--- config.mk ---
export PLATFORM = sky130hd
export DESIGN_NAME = udp_frame_unpack
export DESIGN_NICKNAME = d
export VERILOG_FILES = /design/src/rtl/udp_frame_unpack.sv
export SDC_FILE = /design/constraint.sdc
export NUM_CORES = 1
export LEC_CHECK = 0
export ABC_AREA = 1
export BUFFER_PORTS_ARGS = -buffer_cell sky130_fd_sc_hd__clkbuf_2
export CORE_MARGIN = 1
export CORE_UTILIZATION = 30
export CTS_CLUSTER_SIZE = 10
export DETAILED_ROUTE_END_ITERATION = 10
export PLACE_DENSITY_LB_ADDON = 0.1
export SYNTH_ARGS = -nofsm -noshare
export SYNTH_HDL_FRONTEND = slang
export SYNTH_SLANG_ARGS = --single-unit
--- constraint.sdc ---
create_clock -name eth_rx_clk -period 1.78 [get_ports eth_rx_clk]
set_input_delay 0.267 -clock eth_rx_clk [delete_from_list [all_inputs] [get_ports eth_rx_clk]]
set_output_delay 0.267 -clock eth_rx_clk [all_outputs]
set_load 0.02 [all_outputs]
--- src/rtl/udp_frame_unpack.sv ---
// udp_frame_unpack: finds the start-of-frame marker packet on the UDP receive
// path, splits each 32-bit payload word into two RGB565 pixels (high half
// first) and counts pixels to one full frame. All logic runs on eth_rx_clk.
module udp_frame_unpack #(
    parameter logic [31:0] FRAME_SOF    = 32'hF05A_A50F,
    parameter int unsigned FRAME_PIXELS = 384000,
    parameter int unsigned CNT_W        = 19
) (
    input  logic             eth_rx_clk,
    input  logic             rst,
    input  logic             udp_rec_en,
    input  logic [31:0]      udp_rec_data,
    input  logic             udp_rec_pkt_done,
    output logic             pix_wr_en,
    output logic [15:0]      pix_wr_data,
    output logic             frame_start,
    output logic             frame_done,
    output logic             frame_err,
    output logic             frame_busy,
    output logic [CNT_W-1:0] pix_cnt
);

    typedef enum logic [1:0] {
        IDLE = 2'd0,
        RECV = 2'd1,
        DROP = 2'd2
    } state_t;

    state_t           state;
    logic             first_word;  // next accepted word is the first of a packet
    logic             lo_pend;     // low half of the previous word still to be written
    logic [15:0]      hold_lo;

    logic             is_marker;
    logic             overrun;
    logic             take_word;
    logic             pix_emit;
    logic [15:0]      pix_next;
    logic [CNT_W-1:0] cnt_inc;

    // Classify the incoming word and pick the pixel to write this cycle.
    // NOTE: every signal gets a value on every path here, so no latch is inferred.
    always_comb begin
        is_marker = udp_rec_en && first_word && (udp_rec_data == FRAME_SOF);
        // A word landing while the low half is pending cannot be buffered.
        overrun   = udp_rec_en && lo_pend && (state == RECV);
        // frame_done high means the frame just completed; the rest of the packet is dropped.
        take_word = (state == RECV) && udp_rec_en && !lo_pend && !frame_done && !is_marker;
        pix_emit  = lo_pend || take_word;
        pix_next  = lo_pend ? hold_lo : udp_rec_data[31:16];
        cnt_inc   = pix_cnt + 1'b1;
    end

    // Framing state machine, pixel splitter and registered status pulses.
    // NOTE: sequential state uses non-blocking assignments so all registers update together.
    always_ff @(posedge eth_rx_clk or posedge rst) begin
        if (rst) begin
            state       <= IDLE;
            first_word  <= 1'b1;
            lo_pend     <= 1'b0;
            hold_lo     <= '0;
            pix_wr_en   <= 1'b0;
            pix_wr_data <= '0;
            frame_start <= 1'b0;
            frame_done  <= 1'b0;
            frame_err   <= 1'b0;
            pix_cnt     <= '0;
        end else begin
            frame_start <= 1'b0;
            frame_done  <= 1'b0;
            frame_err   <= 1'b0;

            // A packet-done strobe wins, so a word arriving with it is the packet's last.
            if (udp_rec_pkt_done) begin
                first_word <= 1'b1;
            end else if (udp_rec_en) begin
                first_word <= 1'b0;
            end

            // High half goes out now, low half is held for the following cycle.
            pix_wr_en <= pix_emit;
            lo_pend   <= take_word;
            if (take_word) begin
                hold_lo <= udp_rec_data[15:0];
            end
            if (pix_emit) begin
                pix_wr_data <= pix_next;
                pix_cnt     <= cnt_inc;
                frame_done  <= (cnt_inc == CNT_W'(FRAME_PIXELS));
            end

            unique case (state)
                IDLE, DROP: begin
                    if (is_marker) begin
                        frame_start <= 1'b1;
                        pix_cnt     <= '0;
                        state       <= RECV;
                    end
                end
                RECV: begin
                    if (frame_done) begin
                        pix_cnt <= '0;
                        state   <= IDLE;
                    end else if (overrun) begin
                        // The pair already in flight still completes via lo_pend.
                        frame_err <= 1'b1;
                        state     <= DROP;
                    end else if (is_marker) begin
                        // Marker mid-frame: the previous frame was short, restart.
                        frame_err   <= 1'b1;
                        frame_start <= 1'b1;
                        pix_cnt     <= '0;
                    end
                end
                default: state <= IDLE;
            endcase
        end
    end

    assign frame_busy = (state == RECV);

endmodule
# After elaboration in Yosys (flattened, before gate mapping)
# Cells that the tools add are included.
[word_totals]
reg_bits = 59
output_inout_bits = 40
[op_classes]
add_sub_neg = 1
eq_ne = 6
mux = 20
n_reduce_logical = 16
[op_table]
columns = ["op", "n"]
rows = [
  ["19-bit 2-to-1 mux", 4],
  ["19-bit case mux with 2 select lines", 1],
  ["32-bit == test, second input constant", 1],
  ["19-bit by 1-bit adder with 19-bit output, second input constant", 1],
  ["19-bit == test, second input constant", 1],
  ["16-bit 2-to-1 mux", 1],
  ["1-bit 2-to-1 mux", 9],
  ["1-bit logical AND", 8],
  ["2-bit 2-to-1 mux", 3],
  ["2-bit case mux with 2 select lines", 1],
  ["1-bit logical NOT", 3],
  ["3-bit by 2-bit != test with 1-bit output, second input constant", 1],
  ["2-bit by 1-bit == test with 1-bit output, second input constant", 1],
  ["2-bit == test, second input constant", 1],
  ["2-bit logical NOT", 1],
  ["2-bit != test, second input constant", 1],
  ["1-bit case mux with 2 select lines", 1],
  ["2-bit AND reduction", 1],
  ["2-bit nonzero test", 1],
  ["2-bit OR reduction", 1],
  ["1-bit logical OR", 1],
]

# Logic depth before layout (Yosys ltp)
# Gate-level depths: netlist of run 1.
[logic_depth]
word_depth = 11
depth_mapped = 12
ltp_nobuf = 12

# Worst setup path after synthesis of run 1
# Ideal clock, no wire load.
[synth_path]
path_kind = "register to register"
start = "reg first_word"
end = "reg pix_cnt[10]"
setup_time_ns = 0.121
t_arrival_ns = 1.576
path_slack_ns = 0.083
stages_incl_launch_ff = 11
n_path_buf = 1
cell_sequence = "dfstp_2 -> nand2_1 -> nor2_1 -> nand2_1 -> nor2_1 -> nand3_1 -> mux2i_1 -> nand2_1 -> inv_2 -> buf_2 -> nor2_1"
[synth_via]
elab_chain_cells = 10
[synth_lines]
columns = ["item", "line", "text"]
rows = [
  ["start, declared", "30", "logic first_word;"],
  ["start signal, assigned", "59", "first_word <= 1'b1;"],
  ["start signal, assigned", "75", "first_word <= 1'b1;"],
  ["start signal, assigned", "77", "first_word <= 1'b0;"],
  ["1-bit logical AND (*) (2 in a row)", "44", "is_marker = udp_rec_en && first_word && (udp_rec_data == FRAME_SOF);"],
  ["1-bit logical NOT", "48", "take_word = (state == RECV) && udp_rec_en && !lo_pend && !frame_done && !is_marker;"],
  ["1-bit logical AND", "48", ""],
  ["1-bit logical OR", "49", "pix_emit = lo_pend || take_word;"],
  ["19-bit 2-to-1 mux", "86", "if (pix_emit) begin"],
  ["19-bit 2-to-1 mux", "94, 108", ""],
  ["19-bit 2-to-1 mux", "104", "end else if (overrun) begin"],
  ["19-bit 2-to-1 mux", "101", "if (frame_done) begin"],
  ["19-bit case mux with 2 select lines (*)", "92", "unique case (state)"],
  ["end signal, assigned", "88", "pix_cnt <= cnt_inc;"],
  ["end, declared", "20", "output logic [CNT_W-1:0] pix_cnt"],
]
# Mark *: on every way between the ends. The rest lies on a longest branch, timed or not.
# A chain may end at the register's enable or synchronous reset.

# Worst setup path in the final report of run 1
[layout_path]
start = "reg first_word"
end = "reg pix_cnt[2]"
# The elaborated chain is that of the path after synthesis.

==> results of run 1 <==
==> kinds of logic after synthesis <==
kind of cell / Yosys count / share of synthesized area
AO/OA/AOI/OAI: 52 / 0.0954
XOR/XNOR: 3 / 0.00828
adder cells (fa/ha/maj): 1 / 0.00394
buffers and inverters: 55 / 0.0824
flip-flops: 59 / 0.466
multiplexers: 1 / 0.00315
AND/OR/NAND/NOR: 255 / 0.341
==> power by group <==
group | internal (mW) | total, mW | leakage (nW) | switching (mW)
registers | 1.63 | 1.83 | 0.663 | 0.198
logic | 0.616 | 1.50 | 1.48 | 0.889
clock network | 0.964 | 1.52 | 0.123 | 0.561
==> metal layers <==
metal / GRT usage / vias to the layer above
li1: - / 1602
met1: 0.232 / 1452
met2: 0.268 / 73
met3: 0.0430 / 10
met4: 0.0734 / 0
met5: 0 / -
==> cell usage after synthesis, types with 7 or more instances <==
cell type  instances
o21ai_1           12
o21ai_0           16
nand2_1          147
nand4_1           12
nor2_1            57
o21a_1            14
nand3_1           28
buf_6              7
a21oi_1            7
dfrtp_1           58
inv_1             37
==> cell type report <==
class	count	area, µm²
Clock buffer	11	141
Clock inverter	5	100
Fill cell	1111	5940
Inverter	42	158
Multi-Input combinational cell	313	1520
Sequential cell	59	1480
Tap cell	136	170
Timing Repair Buffer	118	771
==> flip-flops by register name, summed over array words and instances (netlist names) <==
name / count
first_word: 1
lo_pend: 1
pix_wr_en: 1
hold_lo: 16
pix_wr_data: 16
pix_cnt: 19
frame_err: 1
frame_start: 1
state: 2
frame_done: 1
==> repair_timing <==
item,CTS,global route
pin swaps,0,7
resized for setup,7,16
endpoints found under the setup margin,20,40
endpoints found under the hold margin,58,0
gates cloned,0,3
hold buffers,1,0
buffers inserted,0,5
==> worst max-delay path, stage by stage, from the launching register on <==
cell     delay, ns
dfstp_2       0.54
nand2_2       0.06
nor2_4        0.08
nand2_1       0.05
nor2_1        0.11
nand3_2       0.13
nand2_4       0.16
nand2_8       0.10
buf_4         0.18
a21oi_1       0.14
nor2_1        0.06
==> worst min-delay path by stage <==
stage                     depth (start not counted)              from                endpoint
after floorplan                                   1  udp_rec_pkt_done  first_word$_DFFE_PP1P_
after global placement                            3               rst   pix_cnt[18]$_DFF_PP0_
after detailed placement                          3               rst   pix_cnt[13]$_DFF_PP0_
after CTS                                         2  udp_rec_pkt_done  first_word$_DFFE_PP1P_
after global routing                              2  udp_rec_pkt_done  first_word$_DFFE_PP1P_
final                                             2  udp_rec_pkt_done  first_word$_DFFE_PP1P_
==> stage by stage <==
stage / util / cell area [µm²] / hold WS [ns] / power (mW) / setup TNS [ns]
5_1_grt: 0.422 / 4330 / 0.0873 / 5.17 / -1.30
3_3_place_gp: 0.381 / 3920 / 0.329 / 3.27 / -0.193
4_1_cts: 0.407 / 4190 / 0.0878 / 4.83 / 0
3_5_place_dp: 0.381 / 3920 / 0.329 / 3.27 / -0.0890
2_1_floorplan: - / 3170 / 0.360 / 2.70 / 0
6_report: 0.422 / 4330 / 0.106 / 4.85 / 0
==> placed cells by master (no fill, tap or decap), types with 3 or more instances in the layout <==
master and n:
a21oi_1 7, buf_12 3, buf_4 34, buf_6 4, bufinv_16 3, clkbuf_2 75
clkbuf_8 10, dfrtp_1 58, inv_1 36, inv_2 4, nand2_1 144, nand2_2 3
nand3_1 26, nand4_1 12, nor2_1 48, nor2_2 7, nor2_4 3, nor3_1 4
o21a_1 14, o21ai_0 15, o21ai_1 13
==> out/qor.yml, run 1 <==
rr_endpoint: "pix_cnt[2]$_DFF_PP0_"
synth_area_um2: 3170
antenna_cells: 0
synth_cell_types: 29
cellPowerDensity_nw_per_um2: 1120
critPathKind: "reg -> reg"
startpoint: "first_word$_DFFE_PP1P_"
cts-root-buf: "clkbuf_8"
met3_length_um: 465
nets: 580
grt_setup_unrepaired: "true"
drtPass1Iterations: 8
cts_made_buffers: 9
crit_arrival_ns: 1.97
place_ws_ns: -0.0272
io_pins: 76
synthTopCellsByArea: "dfrtp_1 (46%), nand2_1 (17%), nor2_1 (6.7%)"
top_layer_used: "met4"
setup_viol_count_final: 0
maxCapViolCount: 0
cts_tree: "built"
slew_violations: 0
io_buffers: 75
min_period_ns: 1.73
yosys.area.top_type: "dfrtp_1"
rr_worst_depth: 10
synth_ff_type: "dfrtp_1"
m1WireLength_um: 4300
grt_start_max_net_pins: 41
worst-path-max-fanout: 10
clock.fmax_mhz: 576
netlist.area_leader.share: 0.457
drt_first_iter_violations: 153
wl_um: 9110
die_w_um: 105
cts-htree-levels: 3
instances_no_fill: 684
critPathRequiredTime_ns: 2.02
avgRoutedWirePerCell_um: 13.3
num_vias: 3137
syn_area_per_cell_um2: 7.45
fp.coreArea_um2: 10300
synth_seq_cells: 59
clk_path_buf_depth: 2
start_util: 0.309
finalWorstSetupSlack_ns: 0.0450
die_area_um2: 11000
synth_warnings: 0
cts_sinks: 59
die_h_um: 105
syn2layout_area_growth_pct: 36.5
track_usage: 0.174
synthArstFlopShare: 1.00
cp-start-kind: "flip-flop"
vias_per_cell: 4.59
finalHoldViolCount: 0
overflow: 0
relSlewSlack: 0.797
hpwl_um: 6730
end_kind: "flip-flop"
ir_drop_uv: 394
dp_cells: 659
fp-row-count: 37
status: "complete, but fails checks"
min_path_type: "in -> reg"
grt_pass1_wl_um: 14800
reg2reg_slack_ns: 0.05
drive_gt1_frac: 0.288
finalClockSkew_ns: 0.0110
finalCritPeriodShare: 0.975
p_leak_nw: 2.26
wl_met2_um: 4200
antenna_found_initial: 0
synth_enable_flop_cells: 0
tightest_slew_ns: 0.304
ant_nets: 0
gp_congestion: 0.837
grt_pass1_vias: 3011
synthCells: 426
worstSetupEndpoint: "pix_cnt[2]$_DFF_PP0_"
r2r_start: "first_word$_DFFE_PP1P_"
ys_seq_area_frac: 0.466
syn-num-nets: 463
violations: "DRC"
drc: 2
clkTransAtPathRegs_ns: 0.07
clk_latency_ns: 0.35
No activity file was read; power rests on OpenSTA's default activity.
==> run 2: changes to the inputs <==
ABC_AREA = unset   (was 1)
==> out/qor.yml, run 2 <==
cp-start-kind: "flip-flop"
finalClockSkew_ns: 0.00655  # -0.00441 ns
drtPass1Iterations: 4  # -4
rr_worst_depth: 9  # -1
synthCells: 292  # -31%
synth_seq_cells: 59  # unchanged
worstPathCellList: "nand4b_1 -> nor4_4 -> buf_4 -> nand3_4 -> a21oi_4 -> buf_6 -> inv_6 -> xnor2_4 -> nor2_4"
cellPowerDensity_nw_per_um2: 503  # -55%
nets: 506  # -13%
reg_top3: "pix_cnt x19, hold_lo x16, pix_wr_data x16"
yosys.area.top_type: "dfrtp_1"
holdPathStages: 2  # unchanged
slew_violations: 0  # unchanged
synth_common_cells: "dfrtp_1 (58), nand2_1 (31), nor2_1 (26), xnor2_1 (19)"
clk_path_buf_depth: 2  # unchanged
clock.fmax_mhz: 485  # -16%
cts_tree: "built"
synth_enable_flop_cells: 0  # unchanged
start_util: 0.312  # +0.00329
fp.coreArea_um2: 9860  # -4.0%
drt_first_iter_violations: 111  # -27%
grt_pass1_vias: 2740  # -9.0%
hpwl_um: 6130  # -8.9%
cp.depth: 9  # -1
finalWorstSetupSlack_ns: -0.280  # -0.325 ns
largest_reg_flops: 19  # unchanged
status: "complete, but fails checks"
regMostFlops: "pix_cnt"
track_usage: 0.174  # about the same
wl_um: 9460  # +3.9%
synth_ff_type: "dfrtp_1"
netlist.area_leader.share: 0.471  # +0.0141
cts_made_buffers: 9  # unchanged
finalHoldViolCount: 0  # unchanged
grt_pass1_wl_um: 13800  # -6.8%
relSlewSlack: 0.682  # -0.116
antenna_cells: 0  # unchanged
ir_drop_uv: 423  # +7.5%
min_path_type: "in -> reg"
end_kind: "flip-flop"
finalCritPeriodShare: 1.16  # +0.182
die_h_um: 103  # -1.5%
overflow: 0  # unchanged
r2r_start: "first_word$_DFFE_PP1P_"
io_buffers: 75  # unchanged
worst-path-max-fanout: 5  # -5
gp_congestion: 0.769  # -8.1%
cts-htree-levels: 3  # unchanged
tightest_slew_ns: 0.477  # +0.173 ns
synth_cell_types: 55  # +90%
setup_viol_count_final: 53  # +53
ant_nets: 0  # unchanged
crit_arrival_ns: 2.28  # +0.31 ns
cpPeakStageDelay_ns: 0.53  # about the same
maxCapViolCount: 0  # unchanged
yosysMostFrequentCell: "dfrtp_1"
die_area_um2: 10700  # -2.9%
die_w_um: 103  # -1.5%
drive_gt1_frac: 0.636  # +0.348
ys_seq_area_frac: 0.480  # +0.0144
synthTopCellsByArea: "dfrtp_1 (47%), mux2i_1 (5.5%), mux2_2 (5.5%)"
syn-num-nets: 329  # -29%
hp-start: "udp_rec_pkt_done"
startpoint: "first_word$_DFFE_PP1P_"
synth_area_um2: 3080  # -3.0%
min_period_ns: 2.06  # +0.325 ns
clkTransAtPathRegs_ns: 0.07  # about the same
critPathKind: "reg -> reg"
violations: "setup timing"
drc: 0  # -2
num_vias: 2904  # -7.4%
path_buf_inv: 3  # +2
cpMaxStageDelayCell: "dfstp_2"
crit_family: "simple AND/OR/NAND/NOR gates"
avgRoutedWirePerCell_um: 15.6  # +17%
cts_sinks: 59  # unchanged
p_leak_nw: 2.42  # +6.8%
final_common_cell: "clkbuf_2"
vias_per_cell: 4.79  # +4.5%
antenna_found_initial: 0  # unchanged
nFillCells: 875  # -21%
hold-worst-slack_ns: 0.114  # +0.00849 ns
io_pins: 76  # unchanged
clk_latency_ns: 0.34  # about the same
final_cell_mix: "clkbuf_2 (75), buf_4 (72), dfrtp_1 (54)"
critPathRequiredTime_ns: 2.00  # -0.02 ns
synthArstFlopShare: 1.00  # unchanged
synth_warnings: 0  # unchanged
power_mw: 2.68  # -45%
syn2layout_area_growth_pct: 72.9
fp-row-count: 36  # -2.7%
grt_start_max_net_pins: 24  # -41%
syn_area_per_cell_um2: 10.5  # +42%
cts-root-buf: "clkbuf_8"
grt_setup_unrepaired: "true"
==> run 2: cell types whose count changed after synthesis, moves of 4 or more <==
cell     change
nor2_1      -31
buf_6        -6
nor4_1       +7
mux2i_1     +16
nand2_1    -116
mux2_2      +15
o21ai_1      -9
o21a_1      -14
nand4_1      -5
nor3_1       +7
nor3b_1      +4
nand3_1     -20
xnor2_1     +18
inv_1       -31
==> run 2: what timing repair did <==
| action | in CTS | in global routing |
|---|---|---|
| hold buffers | 1 | 0 |
| endpoints found under the setup margin | 53 | 53 |
| gates resized for setup | 25 | 118 |
| endpoints found under the hold margin | 18 | 0 |
| pin swaps | 12 | 47 |
| setup buffers | 9 | 17 |
| gates cloned | 1 | 8 |
==> run 2: layout make-up <==
| cell class | count | area, µm² | share of cell area |
|---|---|---|---|
| clock inverters | 5 | 55.1 | 0.0103 |
| well taps | 133 | 166 | 0.0313 |
| flip-flops and latches | 59 | 1480 | 0.278 |
| inverters | 6 | 27.5 | 0.00517 |
| repair buffers | 180 | 1430 | 0.269 |
| multi-input cells | 213 | 2030 | 0.382 |
| clock buffers | 10 | 128 | 0.0240 |
==> run 2: power by group <==
group / leakage, nW / switching (mW) / internal (mW)
clock network: 0.0881 / 0.545 / 0.634
registers: 0.815 / 0.000710 / 1.34
logic: 1.52 / 0.0756 / 0.0813
==> run 2: cell families (layout without fill, tap and decap cells) <==
group | count (synthesis) | count (layout) | share of synthesized area
muxes | 33 | 33 | 0.114
and+or+nand+nor | 122 | 122 | 0.229
DFF | 59 | 59 | 0.480
adders and majority gates | 1 | 1 | 0.00406
xor gates and xnor gates | 20 | 20 | 0.0569
buffers and inverters | 20 | 201 | 0.0402
AOI/OAI and AO/OA | 37 | 37 | 0.0760
==> run 2: metal layers <==
| metal | up-vias | wire, µm | global-route usage |
|---|---|---|---|
| li1 | 1410 | - | - |
| met1 | 1407 | 4260 | 0.245 |
| met2 | 72 | 4660 | 0.266 |
| met5 | - | 0 | 0 |
| met3 | 15 | 386 | 0.0323 |
| met4 | 0 | 144 | 0.0639 |
==> run 2: worst paths after layout <==
path                       slack [ns]                         end
setup / recovery                -0.28        pix_cnt[0]$_DFF_PP0_
hold / removal                   0.11      first_word$_DFFE_PP1P_
setup reg to reg                -0.28        pix_cnt[0]$_DFF_PP0_
hold reg to reg                  0.48  pix_wr_data[9]$_DFFE_PP0N_
max in group asynchronous        0.65      hold_lo[0]$_DFFE_PP0P_
min in group asynchronous        0.48  pix_wr_data[4]$_DFFE_PP0N_
==> run 2: worst register-to-register path, stage by stage (launching register included) <==
cell and delay, ns:
dfstp_2 0.53, nand4b_1 0.18, nor4_4 0.23, buf_4 0.17, nand3_4 0.11, a21oi_4 0.32, buf_6 0.16, inv_6 0.04
xnor2_4 0.16, nor2_4 0.05
==> run 2: stage by stage <==
| stage | cell area [µm²] | setup WS (ns) | util | std cells | TNS (ns) |
|---|---|---|---|---|---|
| after floorplan | 3150 | -0.150 | - | 292 | -4.61 |
| after global placement | 4100 | -0.434 | 0.416 | 555 | -18.49 |
| after detailed placement | 4100 | -0.479 | 0.416 | 555 | -19.08 |
| after CTS | 4500 | -0.151 | 0.456 | 581 | -3.45 |
| after global routing | 5320 | -0.361 | 0.540 | 606 | -13.99 |
| final | 5320 | -0.280 | 0.540 | 606 | -10.90 |
